[src/rtl/fp_add_pipe.sv]
// Four-stage pipelined floating-point adder/subtractor: RNE rounding, IEEE specials, subnormals flushed.
// Define FPADD_FLAGS_EN to add Flags = {invalid, overflow, underflow, inexact}, aligned with Result.
module fp_add_pipe #(
    parameter int EXP_W = 8,
    parameter int MAN_W = 23
) (
    input  logic                   Clock,
    input  logic                   Reset,
    input  logic [EXP_W+MAN_W:0]   OpA,
    input  logic [EXP_W+MAN_W:0]   OpB,
    input  logic                   Sub,
    input  logic                   InValid,
    output logic                   InReady,
    output logic [EXP_W+MAN_W:0]   Result,
`ifdef FPADD_FLAGS_EN
    output logic [3:0]             Flags,
`endif
    output logic                   OutValid,
    input  logic                   OutReady
);
    localparam int W  = 1 + EXP_W + MAN_W;
    localparam int MW = MAN_W + 4;
    localparam int XW = EXP_W + 2;
    localparam logic [W-1:0] QNAN = {1'b0, {EXP_W{1'b1}}, 1'b1, {(MAN_W-1){1'b0}}};
    localparam logic signed [XW-1:0] EXP_MAX = XW'((1 << EXP_W) - 1);

    function automatic logic [XW-1:0] lzc(input logic [MW-1:0] v);
        logic [XW-1:0] n;
        n = XW'(MW);
        for (int i = 0; i < MW; i++)
            if (v[i]) n = XW'(MW - 1 - i);
        return n;
    endfunction

    logic stall;
    logic out_valid_q;
    logic [W-1:0] result_d, result_q;

    assign stall    = out_valid_q && !OutReady;
    assign InReady  = !stall;
    assign OutValid = out_valid_q;
    assign Result   = result_q;

    logic sa, sb, a_zero, b_zero, a_inf, b_inf, a_nan, b_nan, a_ge_b, sticky;
    logic [EXP_W-1:0] ea, eb, diff;
    logic [MAN_W-1:0] ma, mb;
    logic [MW-1:0] small_m, shifted;
    logic s1_valid_q, s1_special_d, s1_special_q, s1_sign_d, s1_sign_q, s1_sub_d, s1_sub_q, s1_nan_d;
    logic [W-1:0] s1_spec_d, s1_spec_q;
    logic [EXP_W-1:0] s1_exp_d, s1_exp_q;
    logic [MW-1:0] s1_big_d, s1_big_q, s1_small_d, s1_small_q;

    always_comb begin
        sa = OpA[W-1];
        ea = OpA[W-2:MAN_W];
        ma = OpA[MAN_W-1:0];
        sb = OpB[W-1] ^ Sub;
        eb = OpB[W-2:MAN_W];
        mb = OpB[MAN_W-1:0];
        a_zero = (ea == '0);
        b_zero = (eb == '0);
        a_inf  = (ea == '1) && (ma == '0);
        b_inf  = (eb == '1) && (mb == '0);
        a_nan  = (ea == '1) && (ma != '0);
        b_nan  = (eb == '1) && (mb != '0);

        s1_nan_d     = a_nan || b_nan || (a_inf && b_inf && (sa != sb));
        s1_special_d = 1'b1;
        if (s1_nan_d)                s1_spec_d = QNAN;
        else if (a_inf)              s1_spec_d = {sa, ea, ma};
        else if (b_inf)              s1_spec_d = {sb, eb, mb};
        else if (a_zero && b_zero)   s1_spec_d = {sa && sb, {(W-1){1'b0}}};
        else if (a_zero)             s1_spec_d = {sb, eb, mb};
        else if (b_zero)             s1_spec_d = {sa, ea, ma};
        else begin
            s1_special_d = 1'b0;
            s1_spec_d    = '0;
        end

        // Larger magnitude goes first so the stage-2 difference is never negative.
        a_ge_b    = {ea, ma} >= {eb, mb};
        s1_sign_d = a_ge_b ? sa : sb;
        s1_sub_d  = (sa != sb);
        s1_exp_d  = a_ge_b ? ea : eb;
        diff      = a_ge_b ? ea - eb : eb - ea;
        s1_big_d  = {1'b1, a_ge_b ? ma : mb, 3'b000};
        small_m   = {1'b1, a_ge_b ? mb : ma, 3'b000};
        shifted   = small_m >> diff;
        sticky    = 1'b0;
        for (int i = 0; i < MW; i++)
            if (i < int'(diff)) sticky = sticky | small_m[i];
        if (int'(diff) >= MAN_W + 3) s1_small_d = {{(MW-1){1'b0}}, 1'b1};
        else                         s1_small_d = {shifted[MW-1:1], shifted[0] | sticky};
    end

    logic s2_valid_q, s2_special_q, s2_sign_q;
    logic [W-1:0] s2_spec_q;
    logic [EXP_W-1:0] s2_exp_q;
    logic [MW:0] s2_sum_d, s2_sum_q;

    always_comb begin
        s2_sum_d = s1_sub_q ? ({1'b0, s1_big_q} - {1'b0, s1_small_q})
                            : ({1'b0, s1_big_q} + {1'b0, s1_small_q});
    end

    logic [XW-1:0] lz;
    logic signed [XW-1:0] e_ext, e_adj, s3_exp_d, s3_exp_q;
    logic [MW-1:0] s3_norm_d, s3_norm_q;
    logic s3_valid_q, s3_special_q, s3_sign_q, s3_zero_d, s3_zero_q;
    logic [W-1:0] s3_spec_q;

    always_comb begin
        s3_zero_d = (s2_sum_q == '0);
        lz        = lzc(s2_sum_q[MW-1:0]);
        e_ext     = signed'({2'b00, s2_exp_q});
        e_adj     = e_ext - signed'(lz);
        if (s2_sum_q[MW]) begin
            s3_norm_d = {s2_sum_q[MW:2], s2_sum_q[1] | s2_sum_q[0]};
            s3_exp_d  = e_ext + XW'(1);
        end else begin
            s3_norm_d = s2_sum_q[MW-1:0] << lz;
            s3_exp_d  = (e_adj < 0) ? '0 : e_adj;
        end
    end

    logic rnd_g, rnd_r, rnd_s, round_up, is_ovf, is_unf;
    logic [MAN_W+1:0] mr;
    logic signed [XW-1:0] exp_r;
    logic [MAN_W-1:0] man_out;

    always_comb begin
        {rnd_g, rnd_r, rnd_s} = s3_norm_q[2:0];
        round_up = rnd_g && (rnd_r || rnd_s || s3_norm_q[3]);
        mr       = {1'b0, s3_norm_q[MW-1:3]} + {{(MAN_W+1){1'b0}}, round_up};
        exp_r    = s3_exp_q + signed'({{(XW-1){1'b0}}, mr[MAN_W+1]});
        man_out  = mr[MAN_W+1] ? mr[MAN_W:1] : mr[MAN_W-1:0];
        is_ovf   = !s3_special_q && !s3_zero_q && (exp_r >= EXP_MAX);
        is_unf   = !s3_special_q && !s3_zero_q && !is_ovf && (exp_r <= 0);
        if (s3_special_q)  result_d = s3_spec_q;
        else if (s3_zero_q) result_d = '0;
        else if (is_ovf)    result_d = {s3_sign_q, {EXP_W{1'b1}}, {MAN_W{1'b0}}};
        else if (is_unf)    result_d = {s3_sign_q, {(W-1){1'b0}}};
        else                result_d = {s3_sign_q, exp_r[EXP_W-1:0], man_out};
    end

    always_ff @(posedge Clock) begin
        if (Reset) begin
            s1_valid_q  <= 1'b0;
            s2_valid_q  <= 1'b0;
            s3_valid_q  <= 1'b0;
            out_valid_q <= 1'b0;
            result_q    <= '0;
        end else if (!stall) begin
            s1_valid_q  <= InValid;
            s2_valid_q  <= s1_valid_q;
            s3_valid_q  <= s2_valid_q;
            out_valid_q <= s3_valid_q;
            result_q    <= result_d;
        end
    end

    // NOTE: datapath registers carry no reset; the stage valid bits alone give them meaning.
    always_ff @(posedge Clock) begin
        if (!stall) begin
            s1_special_q <= s1_special_d;
            s1_spec_q    <= s1_spec_d;
            s1_sign_q    <= s1_sign_d;
            s1_sub_q     <= s1_sub_d;
            s1_exp_q     <= s1_exp_d;
            s1_big_q     <= s1_big_d;
            s1_small_q   <= s1_small_d;
            s2_special_q <= s1_special_q;
            s2_spec_q    <= s1_spec_q;
            s2_sign_q    <= s1_sign_q;
            s2_exp_q     <= s1_exp_q;
            s2_sum_q     <= s2_sum_d;
            s3_special_q <= s2_special_q;
            s3_spec_q    <= s2_spec_q;
            s3_sign_q    <= s2_sign_q;
            s3_zero_q    <= s3_zero_d;
            s3_exp_q     <= s3_exp_d;
            s3_norm_q    <= s3_norm_d;
        end
    end

`ifdef FPADD_FLAGS_EN
    logic s1_inv_q, s2_inv_q, s3_inv_q;
    logic [3:0] flags_d, flags_q;

    always_comb begin
        flags_d    = {s3_special_q && s3_inv_q, is_ovf, is_unf, 1'b0};
        flags_d[0] = is_ovf || is_unf ||
                     (!s3_special_q && !s3_zero_q && (rnd_g || rnd_r || rnd_s));
    end

    always_ff @(posedge Clock) begin
        if (Reset) begin
            flags_q <= '0;
        end else if (!stall) begin
            flags_q <= flags_d;
        end
    end

    always_ff @(posedge Clock) begin
        if (!stall) begin
            s1_inv_q <= s1_nan_d;
            s2_inv_q <= s1_inv_q;
            s3_inv_q <= s2_inv_q;
        end
    end

    assign Flags = flags_q;
`endif

endmodule

[config.mk]
export PLATFORM = sky130hd
export DESIGN_NAME = fp_add_pipe
export DESIGN_NICKNAME = d
export VERILOG_FILES = /design/src/rtl/fp_add_pipe.sv
export SDC_FILE = /design/constraint.sdc
export NUM_CORES = 1
export LEC_CHECK = 0
export ABC_AREA = 1
export CAP_MARGIN = 20
export CORE_ASPECT_RATIO = 0.9
export CORE_MARGIN = 10
export CORE_UTILIZATION = 57
export DETAILED_ROUTE_END_ITERATION = 8
export DONT_BUFFER_PORTS = 1
export PLACE_DENSITY = 0.8
export SETUP_SLACK_MARGIN = 0.02
export SYNTH_ARGS = -nofsm -noshare
export SYNTH_HDL_FRONTEND = slang
export SYNTH_SLANG_ARGS = --single-unit
[constraint.sdc]
create_clock -name Clock -period 11.1 [get_ports Clock]
set_input_delay 1.11 -clock Clock [delete_from_list [all_inputs] [get_ports Clock]]
set_output_delay 1.11 -clock Clock [all_outputs]
set_load 0.005 [all_outputs]
After elaboration in Yosys (flattened, before gate mapping)
Index checks and enable logic that the tools add are counted.
{"block": "classes", "add_sub_neg": 8, "magnitude_cmp": 29, "n_eq_ne": 3, "n_reduce_logical": 31, "bitwise": 25, "shift": 2, "mux": 71}
{"op": "two-way mux 10 bit", "count": 28}
{"op": "two-way mux 32 bit", "count": 7}
{"op": "< comparator 5 x 8 -> 1 bit, first input constant", "count": 11}
{"op": "two-way mux 23 bit", "count": 3}
{"op": "< comparator 4 x 8 -> 1 bit, first input constant", "count": 8}
{"op": "two-way mux 31 bit", "count": 2}
{"op": "logical NOT 23 bit", "count": 2}
{"op": "nonzero test 23 bit", "count": 2}
{"op": "< comparator 3 x 8 -> 1 bit, first input constant", "count": 4}
{"op": "greater-or-equal comparator 31 bit", "count": 1}
{"op": "adder 27 x 27 -> 28 bit", "count": 1}
{"op": "logical NOT 28 bit", "count": 1}
{"op": "two-way mux 28 bit", "count": 1}
{"op": "subtractor 27 x 27 -> 28 bit", "count": 1}
{"op": "two-way mux 1 bit", "count": 27}
{"op": "left shift 27 x 10 -> 27 bit", "count": 1}
{"op": "right shift 27 x 8 -> 27 bit", "count": 1}
{"op": "two-way mux 26 bit", "count": 1}
{"op": "adder 24 x 1 -> 25 bit", "count": 1}
{"op": "OR 1 bit", "count": 24}
{"op": "equality test 8 bit, second input constant", "count": 2}
{"op": "logical NOT 8 bit", "count": 2}
{"op": "two-way mux 8 bit", "count": 2}
{"op": "subtractor 8 bit", "count": 2}
{"op": "14 further kinds", "count": 34}
{"block": "word_totals", "regBits": 271, "output_inout_bits": 34, "in_bits": 69, "wordCells": 193}

Logic depth before layout (Yosys ltp)
Gate-level depths: netlist of run 1.
{"block": "logic_depth", "ltp_word": 50, "depth_mapped": 39, "mapped_depth_nobuf": 38}

Worst setup path after synthesis of run 1
OpenSTA, ideal clock, no wires.
{"block": "synth_path", "path_kind": "in2out", "from": "input port OutReady", "to": "output port InReady", "t_required_ps": 9990, "path_buffers": 1, "cell_stages": 3, "slack_ps": 2179, "arrival_ps": 7811, "cell_sequence": "nor2_1 -> clkinv_1 -> clkbuf_1"}
{"block": "synth_between", "elab_chain_cells": 3}
{"element": "start, declared", "line_no": "19", "source": "input logic OutReady"}
{"element": "logical NOT 1 bit", "line_no": "39", "source": "assign stall = out_valid_q && !OutReady;"}
{"element": "logical AND 1 bit", "line_no": "39"}
{"element": "logical NOT 1 bit"}
{"element": "end, declared", "line_no": "13", "source": "output logic InReady,"}
No other way between the ends.

Final worst setup path of run 1
{"block": "layout_path", "from": "input port OpA[23]", "to": "register s1_small_q[0] (data pin)"}
{"block": "layout_between", "elab_chain_cells": 50, "elab_cells_between_ends": 78, "cone_classes": "2 x add/sub; 26 x order compare; 1 x shift; 26 x mux; 23 x bitwise"}
{"element": "start, declared", "line_no": "9", "source": "input logic [EXP_W+MAN_W:0] OpA,"}
{"element": "greater-or-equal comparator 31 bit or subtractor 8 bit (tied branches)", "line_no": "81, 85"}
{"element": "two-way mux 8 bit", "line_no": "85", "source": "diff = a_ge_b ? ea - eb : eb - ea;"}
{"element": "< comparator 2 x 8 -> 1 bit", "line_no": "91", "source": "if (i < int'(diff)) sticky = sticky | small_m[i];"}
{"element": "two-way mux 1 bit", "line_no": "91"}
{"element": "OR 1 bit", "line_no": "91"}
{"element": "two-way mux 1 bit", "line_no": "91"}
{"element": "OR 1 bit", "line_no": "91"}
{"element": "two-way mux 1 bit", "line_no": "91"}
{"element": "[33 not listed]"}
{"element": "two-way mux 1 bit", "line_no": "91"}
{"element": "OR 1 bit", "line_no": "91"}
{"element": "two-way mux 1 bit", "line_no": "91"}
{"element": "OR 1 bit", "line_no": "91"}
{"element": "two-way mux 1 bit", "line_no": "91"}
{"element": "OR 1 bit", "line_no": "91"}
{"element": "two-way mux 1 bit (2 in series)", "line_no": "91"}
{"element": "OR 1 bit", "line_no": "93", "source": "else s1_small_d = {shifted[MW-1:1], shifted[0] | sticky};"}
{"element": "end signal, assigned", "line_no": "171", "source": "s1_small_q <= s1_small_d;"}
{"element": "end, declared", "line_no": "51", "source": "logic [MW-1:0] s1_big_d, s1_big_q, s1_small_d, s1_small_q;"}
Several ways; a longest one is shown, not always the timed one.
A chain may end at the register's enable or synchronous reset.

==> reports/summary.txt, run 1 <==
Outcome: completed
Area contributors post-synth: edfxtp_1 39%, nand2_1 9.7%, nand3_1 6.9%, ha_1 6.7%, o21ai_0 5.7%
EDFF count, synth: 235
Number of global-route vias before repair: 15.0k
Placer Congestion: 1.01
Synth top area share: 39.1%
Switching power: 1.60 mW
Hold crit path type: reg -> reg
Ys flop type: edfxtp_1
Worst setup startpoint: OpA[23]
Share of cells above drive strength 1: 3.68%
CTS tree: yes
Startpoint types: primary input
Post-synthesis sequential area ratio: 43.1%
H-tree depth reported by CTS: 1
Die area: 39200 µm²
Area post-placement: 18200 µm²
# DRC: 0
Most frequent CP cell: nand2_1
Post-synth top area cell: edfxtp_1
Yosys reg bits: 271
Initial antenna violation count: 2
CP max stage cell: ha_1
Rel. slew slack: 22.7%
CP required: 11370 ps
Global-route wire length before repair: 85.7 mm
Drt pass-1 iters: 6
Fin cells: 2641
Placed cells: 2588
Drt wl/cell: 21.1 µm
Final #Nets: 2379
P&R area growth vs syn: 6.19%
Post-CTS Setup Inserts: 0
Max Root-Sink Buffers: 3
Min-delay src: s1_spec_q[18]$_SDFFCE_PP0N_
Core Box Area: 31100 µm²
Max cap viols: 0
Fin Setup TNS: 0 ps
CTS root buf: clkbuf_16
Via/cell ratio: 6.16
Num CTS Buffers: 27
Largest net degree at the start of global routing: 116
Critical R2R Launch: s3_norm_q[3]$_DFFE_PN_
Pleak: 8.45 nW
Worst-Skew Late Latency: 550 ps
Initial DRC Count: 2065
Hold bufs inserted after CTS: 0
Resize count post-CTS: 0
Detailed placer's ending HPWL: 42.6 mm
Int Power: 2.33 mW
Max Clock Skew: 12.9 ps
Syn Area/Cell: 7.97 µm²
Reg2Reg Setup Slack: 5090 ps
Distinct cells, synth: 57
Final min period: 6320 ps
Critical path peak fanout: 94
Reg clk slew, reported paths: 60 ps
Top cells by count, synth: 464 x nand2_1, 260 x inv_1, 248 x nand3_1
GRT Residual Overflow: 0
Post-route ant nets: 0
IO buf count: 0
Setup-failing EPs final: 0
Cell Area, Synth: 18000 µm²
Count leader, synth: nand2_1
CTS sink count: 271
PD cells: 205 nW/µm²
Tcrit/Tclk final: 57.0%
Die width: 207 µm
Top Ports: 103
Measured slew at the worst slew-check pin: 1150 ps
Critical Path Max Stage Delay: 780 ps
Worst IR Drop VDD: 0.000121 V
Initial Util: 58.0%
Synth warn: 0
Critical setup path kind: in -> reg
Syn_nets: 2430
Final Hold Vio Count: 0
FMAX: 158 MHz
Design Power: 3.93 mW
Fin area: 19100 µm²
Seq pwr share: 38.6%
RSZ-0062 raised after global routing: false
Final Max Slew Viols: 0
GRT Total Usage: 27.0%
Cell count after synthesis: 2261
Via count: 16.3k
Routed wire length: 55.6 mm
Arr. time, crit path: 6600 ps
Cell Rows: 61
Comb pwr share: 38.3%
Sw frac: 40.6%
Synth async-reset ratio: 0%
Critical path endpoint category: register
Clock Power Share: 23.1%
Crit path cell chain: inv_1, ha_1, inv_2, nor4_1, nand3b_1, nand3_4, buf_4, inv_2, o21ai_0, xor2_1, nor2_4, nand2_1, inv_1, nand2_1, nand2_1, nand2_1, nor2_1, nand3_1, nor2_1, nand4_1
DIE HEIGHT: 189 µm
==> power by group through the flow <==
stage | clock (mW) | sequential [mW] | combinational [mW]
floorplan | 0 | 1.46 | 1.10
global placement | 0 | 1.53 | 1.45
detailed placement | 0 | 1.53 | 1.46
CTS | 0.916 | 1.51 | 1.47
global route | 0.956 | 1.54 | 1.67
finish | 0.907 | 1.52 | 1.51
==> critical path: cells and delay by family <==
family                     cells  cell delay (ps)
buffers and inverters          5             1630
xor gates and xnor gates       1              140
and+or+nand+nor               12             2580
AOI/OAI and AO/OA              1              300
adders and majority gates      1              780
==> metrics by stage <==
step | hold WS, ps | setup slack, ps | utilization, %
2_1_floorplan | 400 | 2180 | -
3_3_place_gp | 403 | 4530 | 58.7
3_5_place_dp | 405 | 4380 | 58.7
4_1_cts | 415 | 4950 | 61.5
5_1_grt | 422 | 4200 | 61.6
6_report | 418 | 4780 | 61.6
==> cell type report <==
cell class / count / area [µm²]
fillers: 2610 / 11900
multi-input cells: 1621 / 8810
flip-flops and latches: 271 / 7780
inverters: 273 / 1030
clock buffers: 34 / 702
well taps: 409 / 512
clock inverters: 16 / 180
repair buffers: 16 / 128
diodes: 1 / 2.50
==> final timing paths <==
check                                              endpoint  cells past startpoint
worst max-delay path            s1_small_q[0]$_SDFFCE_PP1N_                     20
worst min-delay path                s2_spec_q[18]$_DFFE_PN_                      0
worst max register to register      Result[16]$_SDFFE_PP0N_                     30
worst min register to register      s2_spec_q[18]$_DFFE_PN_                      0
==> layer usage <==
metal	vias to the layer above	wire, µm	global-route usage (%)
met1	7583	23400	35.9
met2	865	25200	43.8
met3	91	5500	5.92
met5	-	13	0
met4	2	1490	7.49
li1	7722	-	-
==> cell usage in the layout (no fill, tap or decap), types with 16 or more instances in the layout <==
cell type  synthesis  routed
o21ai_0          206     206
o22ai_1           16      16
edfxtp_1         235     235
xor2_1            47      47
nand4_1           33      33
nand2_1          464     464
inv_1            260     260
a32oi_1           21      21
o31ai_1           20      20
a21oi_1          174     174
nor2_1           140     139
nor4_1            25      25
clkbuf_16          0      27
ha_1              96      96
nand3_1          248     248
dfxtp_1           36      36
nor3_1            28      28
==> kinds of logic after synthesis <==
| kind of cell | synth area share, % |
|---|---|
| and+or+nand+nor | 23.2 |
| AOI/OAI and AO/OA | 15.3 |
| buffers and inverters | 8.09 |
| DFF | 43.1 |
| adders and majority gates | 7.11 |
| xor gates and xnor gates | 2.85 |
| muxes | 0.278 |
| other | 0.0208 |
==> state kept, by name, indices dropped and copies added, names as in the netlist, 10 cells and up <==
signal and cells:
Result 32, s3_spec_q 32, s3_norm_q 27, s2_spec_q 32, s1_big_q 23, s3_exp_q 10
s1_small_q 27, s1_spec_q 32, s2_sum_q 28
Note: power is estimated with default switching activity, not from simulation.
==> run 2, diff against run 1 <==
--- a/config.mk
+++ b/config.mk
@@ -12,7 +12,7 @@
 export CORE_UTILIZATION = 57
 export DETAILED_ROUTE_END_ITERATION = 8
 export DONT_BUFFER_PORTS = 1
-export PLACE_DENSITY = 0.8
+export PLACE_DENSITY = 0.83
 export SETUP_SLACK_MARGIN = 0.02
 export SYNTH_ARGS = -nofsm -noshare
 export SYNTH_HDL_FRONTEND = slang
==> constraint.sdc (replaced) <==
create_clock -name Clock -period 5.47 [get_ports Clock]
set_input_delay 0.547 -clock Clock [delete_from_list [all_inputs] [get_ports Clock]]
set_output_delay 0.547 -clock Clock [all_outputs]
set_load 0.005 [all_outputs]
==> run 2 against run 1 <==
Flip-flop and latch count stayed put. Sequential power is 100% higher. Via count is 0.40% higher. Global-route usage is 0.20 points lower. Register-to-register slack worse by 4300 ps. Setup slack worse by 4000 ps. Largest power group unchanged. Combinational power is 100% higher. Core utilization is 0.57 points higher. Clock power is 110% higher. Worst hold slack worse by 360 ps. Sequential share of layout area is 0.37 points lower. Largest cell class unchanged. Critical path depth is 12 higher. Critical path type is now reg -> reg.
==> reports/summary.txt, run 2 (synthesis gave the netlist of run 1 again) <==
Outcome: completed (unchanged)
Resize count post-CTS: 0 (unchanged)
Buffers and inverters on the worst path: 8 (was 5)
Clock Power Share: 23.9% (was 23.1%)
Int Power: 4.83 mW (was 2.33 mW)
PD cells: 419 nW/µm² (was 205 nW/µm²)
Fin cells: 2653 (was 2641)
Number of global-route vias before repair: 15.0k (about the same)
Startpoint types: register (was primary input)
GRT Residual Overflow: 0 (unchanged)
Fin Setup TNS: 0 ps (unchanged)
Reg clk slew, reported paths: 60 ps (about the same)
Core Box Area: 31100 µm² (unchanged)
CTS tree: yes (unchanged)
Hold crit path type: in -> reg (was reg -> reg)
Setup-failing EPs final: 0 (unchanged)
Switching power: 3.26 mW (was 1.60 mW)
Utilization after layout: 62.2% (was 61.6%)
Hold bufs inserted after CTS: 0 (unchanged)
Min-delay src: Reset (was s1_spec_q[18]$_SDFFCE_PP0N_)
Post-route ant nets: 0 (unchanged)
Detailed placer's ending HPWL: 42.3 mm (was 42.6 mm)
Worst setup startpoint: s3_norm_q[3]$_DFFE_PN_ (was OpA[23])
Via/cell ratio: 6.15 (was 6.16)
Max Clock Skew: 20.5 ps (was 12.9 ps)
Commonest non-fill, non-tap cells in the layout: 464 x nand2_1, 260 x inv_1, 248 x nand3_1 (unchanged)
CP required: 5960 ps (was 11370 ps)
CP max stage cell: edfxtp_1 (was ha_1)
P&R area growth vs syn: 7.18% (was 6.19%)
Measured slew at the worst slew-check pin: 979 ps (was 1150 ps)
Final Max Slew Viols: 0 (unchanged)
Final #Nets: 2393 (was 2379)
Initial DRC Count: 2059 (was 2065)
Hold_ws: 53.1 ps (was 418 ps)
Largest net degree at the start of global routing: 158 (was 116)
Worst IR Drop VDD: 0.000332 V (was 0.000121 V)
H-tree depth reported by CTS: 1 (unchanged)
Share of cells above drive strength 1: 4.32% (was 3.68%)
CTS sink count: 271 (unchanged)
RSZ-0062 raised after global routing: false (unchanged)
Num CTS Buffers: 28 (was 27)
Die width: 207 µm (unchanged)
Final min period: 4690 ps
Rel. slew slack: 34.7% (was 22.7%)
Pleak: 8.55 nW (was 8.45 nW)
CTS root buf: clkbuf_16 (unchanged)
Routed wire length: 55.1 mm (was 55.6 mm)
Tcrit/Tclk final: 85.8%
Comb pwr share: 38.0% (was 38.3%)
Seq pwr share: 38.1% (was 38.6%)
Initial antenna violation count: 0 (was 2)
Placed cells: 2602 (was 2588)
Commonest non-fill, non-tap cell in the layout: nand2_1 (unchanged)
Cell Rows: 61 (unchanged)
Largest delay share family, worst path: simple AND/OR/NAND/NOR gates (unchanged)
Critical path peak fanout: 15 (was 94)
Diode count: 0 (was 1)
Critical R2R Launch: s3_norm_q[3]$_DFFE_PN_ (unchanged)
Max cap viols: 0 (unchanged)
GRT Total Usage: 26.9% (was 27.0%)
Die area: 39200 µm² (unchanged)
Sw frac: 40.3% (was 40.6%)
Global-route wire length before repair: 85.2 mm (was 85.7 mm)
Design Power: 8.09 mW (was 3.93 mW)
Drt pass-1 iters: 5 (was 6)
Worst-Skew Late Latency: 570 ps (was 550 ps)
Placer Congestion: 1.02 (was 1.01)
Critical Path Max Stage Delay: 340 ps (was 780 ps)
Drt wl/cell: 20.8 µm (was 21.1 µm)
Final Hold Vio Count: 0 (unchanged)
Top Ports: 103 (unchanged)
# DRC: 0 (unchanged)
Initial Util: 58.0% (unchanged)
IO buf count: 0 (unchanged)
FMAX: 213 MHz
Via count: 16.3k (about the same)
Arr. time, crit path: 5180 ps (was 6600 ps)
DIE HEIGHT: 189 µm (unchanged)
Critical setup path kind: reg -> reg (was in -> reg)
Max Root-Sink Buffers: 3 (unchanged)
Post-CTS Setup Inserts: 0 (unchanged)
Critical path endpoint category: register (unchanged)
[run 2: cell count changes in the layout (fill, tap and decap cells not counted), sizes merged]
cell / before / now
buf: 15 / 29
diode: 1 / 0
clkbuf: 35 / 32
clkinv: 13 / 14
bufinv: 3 / 4
[run 2: stage by stage]
stage,area [µm²],setup slack (ps)
2_1_floorplan,18000,1130
3_3_place_gp,18400,770
3_5_place_dp,18400,861
4_1_cts,19300,888
5_1_grt,19300,152
6_report,19300,779
[run 2: worst reg2reg max path, delay by kind of cell, from the launching register on]
| kind | cells | cell delay [ps] |
|---|---|---|
| adder cells (fa/ha/maj) | 3 | 540 |
| AND/OR/NAND/NOR | 17 | 2210 |
| flip-flops | 1 | 340 |
| buffers and inverters | 8 | 1000 |
| XOR/XNOR | 1 | 170 |
| AO/OA/AOI/OAI | 3 | 400 |
[run 2: power by group through the flow]
| stage | clock network [mW] | logic [mW] | registers (mW) |
|---|---|---|---|
| 2_1_floorplan | 0 | 2.23 | 2.97 |
| 3_3_place_gp | 0 | 2.98 | 3.09 |
| 3_5_place_dp | 0 | 2.99 | 3.11 |
| 4_1_cts | 1.96 | 3.01 | 3.07 |
| 5_1_grt | 2.04 | 3.41 | 3.12 |
| 6_report | 1.94 | 3.07 | 3.08 |
[run 2: final timing paths]
| kind | end | slack, ps | depth (start not counted) |
|---|---|---|---|
| worst max-delay path | Result[16]$_SDFFE_PP0N_ | 780 | 32 |
| worst min-delay path | OutValid$_SDFFE_PP0N_ | 50 | 1 |
| worst max register to register | Result[16]$_SDFFE_PP0N_ | 780 | 32 |
| worst min register to register | s2_spec_q[3]$_DFFE_PN_ | 420 | 0 |
[run 2: layer usage]
| layer | vias up | global-route usage (%) | wire [µm] |
|---|---|---|---|
| met4 | 0 | 8.61 | 1750 |
| met1 | 7587 | 35.4 | 22500 |
| met5 | - | 0 | 0 |
| met3 | 123 | 5.95 | 5880 |
| met2 | 890 | 43.0 | 25000 |
| li1 | 7728 | - | - |
[run 2: layout make-up]
type | count | area [µm²]
sequential | 271 | 7780
fill | 2630 | 11700
timing repair buffer | 29 | 250
multi-input combinational | 1621 | 8810
clock inverter | 18 | 224
clock buffer | 32 | 716
inverter | 273 | 1030
tap | 409 | 512
==> run 3, diff against run 2 <==
--- a/config.mk
+++ b/config.mk
@@ -12,7 +12,7 @@
 export CORE_UTILIZATION = 57
 export DETAILED_ROUTE_END_ITERATION = 8
 export DONT_BUFFER_PORTS = 1
-export PLACE_DENSITY = 0.83
+export PLACE_DENSITY = 0.8
 export SETUP_SLACK_MARGIN = 0.02
 export SYNTH_ARGS = -nofsm -noshare
 export SYNTH_HDL_FRONTEND = slang
==> constraint.sdc (replaced) <==
create_clock -name Clock -period 5.6 [get_ports Clock]
set_input_delay 0.56 -clock Clock [delete_from_list [all_inputs] [get_ports Clock]]
set_output_delay 0.56 -clock Clock [all_outputs]
set_load 0.005 [all_outputs]
==> run 3 against run 2 <==
Combinational power down 1%. Setup slack better by 130 ps. Power fell by 2.6%. Critical path depth unchanged. Clock power decreased by 4%. Non-clock buffer count is 1 lower. Global-route usage grew 0.54 points. Flip-flop and latch count unchanged. Register-to-register slack gained 130 ps. Worst hold slack improved by 22 ps. Routed wire length is 1.4% higher. Critical path type unchanged. Largest cell class unchanged. Largest power group is now combinational logic.
==> reports/summary.txt, run 3 (synthesis gave the netlist of run 1 again) <==
DP Worst Slack: 1020 ps (was 861 ps)
Core Box Area: 31100 µm² (unchanged)
CTS sink count: 271 (unchanged)
DIE HEIGHT: 189 µm (unchanged)
Detailed placer's ending HPWL: 42.4 mm (was 42.3 mm)
Fin Setup TNS: 0 ps (unchanged)
WHS Path Cells: 1 (unchanged)
Die area: 39200 µm² (unchanged)
Initial Util: 58.0% (unchanged)
Fillers: 2613 (was 2630)
Drt pass-1 iters: 8 (was 5)
Max cap viols: 0 (unchanged)
Critical path endpoint category: register (unchanged)
Share of cells above drive strength 1: 4.55% (was 4.32%)
Final worst slack: 905 ps (was 779 ps)
Via/cell ratio: 6.15 (about the same)
Cell Rows: 61 (unchanged)
Arr. time, crit path: 5170 ps (was 5180 ps)
Critical setup path kind: reg -> reg (unchanged)
Critical path peak fanout: 15 (unchanged)
Commonest non-fill, non-tap cells in the layout: 464 x nand2_1, 260 x inv_1, 248 x nand3_1 (unchanged)
Rel. slew slack: 34.1% (was 34.7%)
Largest delay share family, worst path: simple AND/OR/NAND/NOR gates (unchanged)
CTS root buf: clkbuf_16 (unchanged)
Die width: 207 µm (unchanged)
Hold crit path type: in -> reg (unchanged)
Number of global-route vias before repair: 15.1k (was 15.0k)
Setup-failing EPs final: 0 (unchanged)
GRT Total Usage: 27.4% (was 26.9%)
Largest net degree at the start of global routing: 145 (was 158)
Final Max Slew Viols: 0 (unchanged)
Buffers and inverters on the worst path: 8 (unchanged)
CP max stage cell: edfxtp_1 (unchanged)
H-tree depth reported by CTS: 1 (unchanged)
Post-route ant nets: 0 (unchanged)
Final min period: 4690 ps (about the same)
Design Power: 7.88 mW (was 8.09 mW)
R2R depth: 32 (unchanged)
Routed wire length: 55.9 mm (was 55.1 mm)
Diode count: 0 (unchanged)
P&R area growth vs syn: 7.06% (was 7.18%)
Final Hold Vio Count: 0 (unchanged)
Via count: 16.3k (about the same)
Placed cells: 2601 (was 2602)
Final #Nets: 2391 (was 2393)
Max Clock Skew: 12.4 ps (was 20.5 ps)
CTS tree: yes (unchanged)
Utilization after layout: 62.1% (was 62.2%)
Hold_ws: 75.3 ps (was 53.1 ps)
Resize count post-CTS: 0 (unchanged)
Max Root-Sink Buffers: 3 (unchanged)
Hold bufs inserted after CTS: 0 (unchanged)
Register area: 7780 µm² (unchanged)
Outcome: completed (unchanged)
Pleak: 8.53 nW (was 8.55 nW)
Fin area: 19300 µm² (about the same)
Num CTS Buffers: 27 (was 28)
# DRC: 0 (unchanged)
Cell count along the critical path: 32 (unchanged)
CP required: 6080 ps (was 5960 ps)
Reg clk slew, reported paths: 60 ps (about the same)
Drt wl/cell: 21.1 µm (was 20.8 µm)
IO buf count: 0 (unchanged)
Critical Path Max Stage Delay: 350 ps (was 340 ps)
Global-route wire length before repair: 86.7 mm (was 85.2 mm)
Worst-Skew Late Latency: 550 ps (was 570 ps)
Fin cells: 2652 (was 2653)
Area occupied by multi-input gates: 8820 µm² (was 8810 µm²)
Placer Congestion: 1.01 (was 1.02)
Startpoint types: register (unchanged)
Initial DRC Count: 2248 (was 2059)
GRT Residual Overflow: 0 (unchanged)
PD cells: 408 nW/µm² (was 419 nW/µm²)
Initial antenna violation count: 0 (unchanged)
Worst IR Drop VDD: 0.000322 V (was 0.000332 V)
RSZ-0062 raised after global routing: false (unchanged)
Post-CTS Setup Inserts: 0 (unchanged)
FMAX: 213 MHz (about the same)
Tcrit/Tclk final: 83.8% (was 85.8%)
Area post-placement: 18400 µm² (about the same)
Commonest non-fill, non-tap cell in the layout: nand2_1 (unchanged)
Top Ports: 103 (unchanged)
Measured slew at the worst slew-check pin: 987 ps (was 979 ps)
## run 3: worst reg2reg max path: cells and delay by family, from the launching register on
| family | cells | cell delay (ps) |
|---|---|---|
| buf+inv | 8 | 1010 |
| compound gates | 2 | 250 |
| simple gates | 18 | 2270 |
| xor+xnor | 1 | 180 |
| flops | 1 | 350 |
| fa+ha+maj | 3 | 570 |
## run 3: metal layers
metal	vias up	share of wire [%]	global-route usage [%]	wire, µm
met5	-	0	0	0
met4	0	2.8	7.94	1560
met3	109	11	6.53	6140
met2	883	45	44.0	25300
met1	7572	41	36.1	22900
li1	7735	-	-	-
## run 3: power by group
group	switching, mW	total (mW)	internal [mW]
clock	0.779	1.86	1.08
combinational	2.08	3.03	0.941
sequential	0.327	3.00	2.67
## run 3: worst paths after layout
kind                            slack [ps]                        from                      end
worst max-delay path                   910      s3_norm_q[3]$_DFFE_PN_  Result[19]$_SDFFE_PP0N_
worst min register to register         420  s1_spec_q[2]$_SDFFCE_PP0N_   s2_spec_q[2]$_DFFE_PN_
worst min-delay path                    80                       Reset    OutValid$_SDFFE_PP0N_
worst max register to register         910      s3_norm_q[3]$_DFFE_PN_  Result[19]$_SDFFE_PP0N_
## run 3: cell type report
type	count	share of cell area (%)
clock buffers	28	3.52
clock inverters	22	1.24
inverters	273	5.35
multi-input cells	1621	45.7
flip-flops and latches	271	40.3
well taps	409	2.65
repair buffers	28	1.26
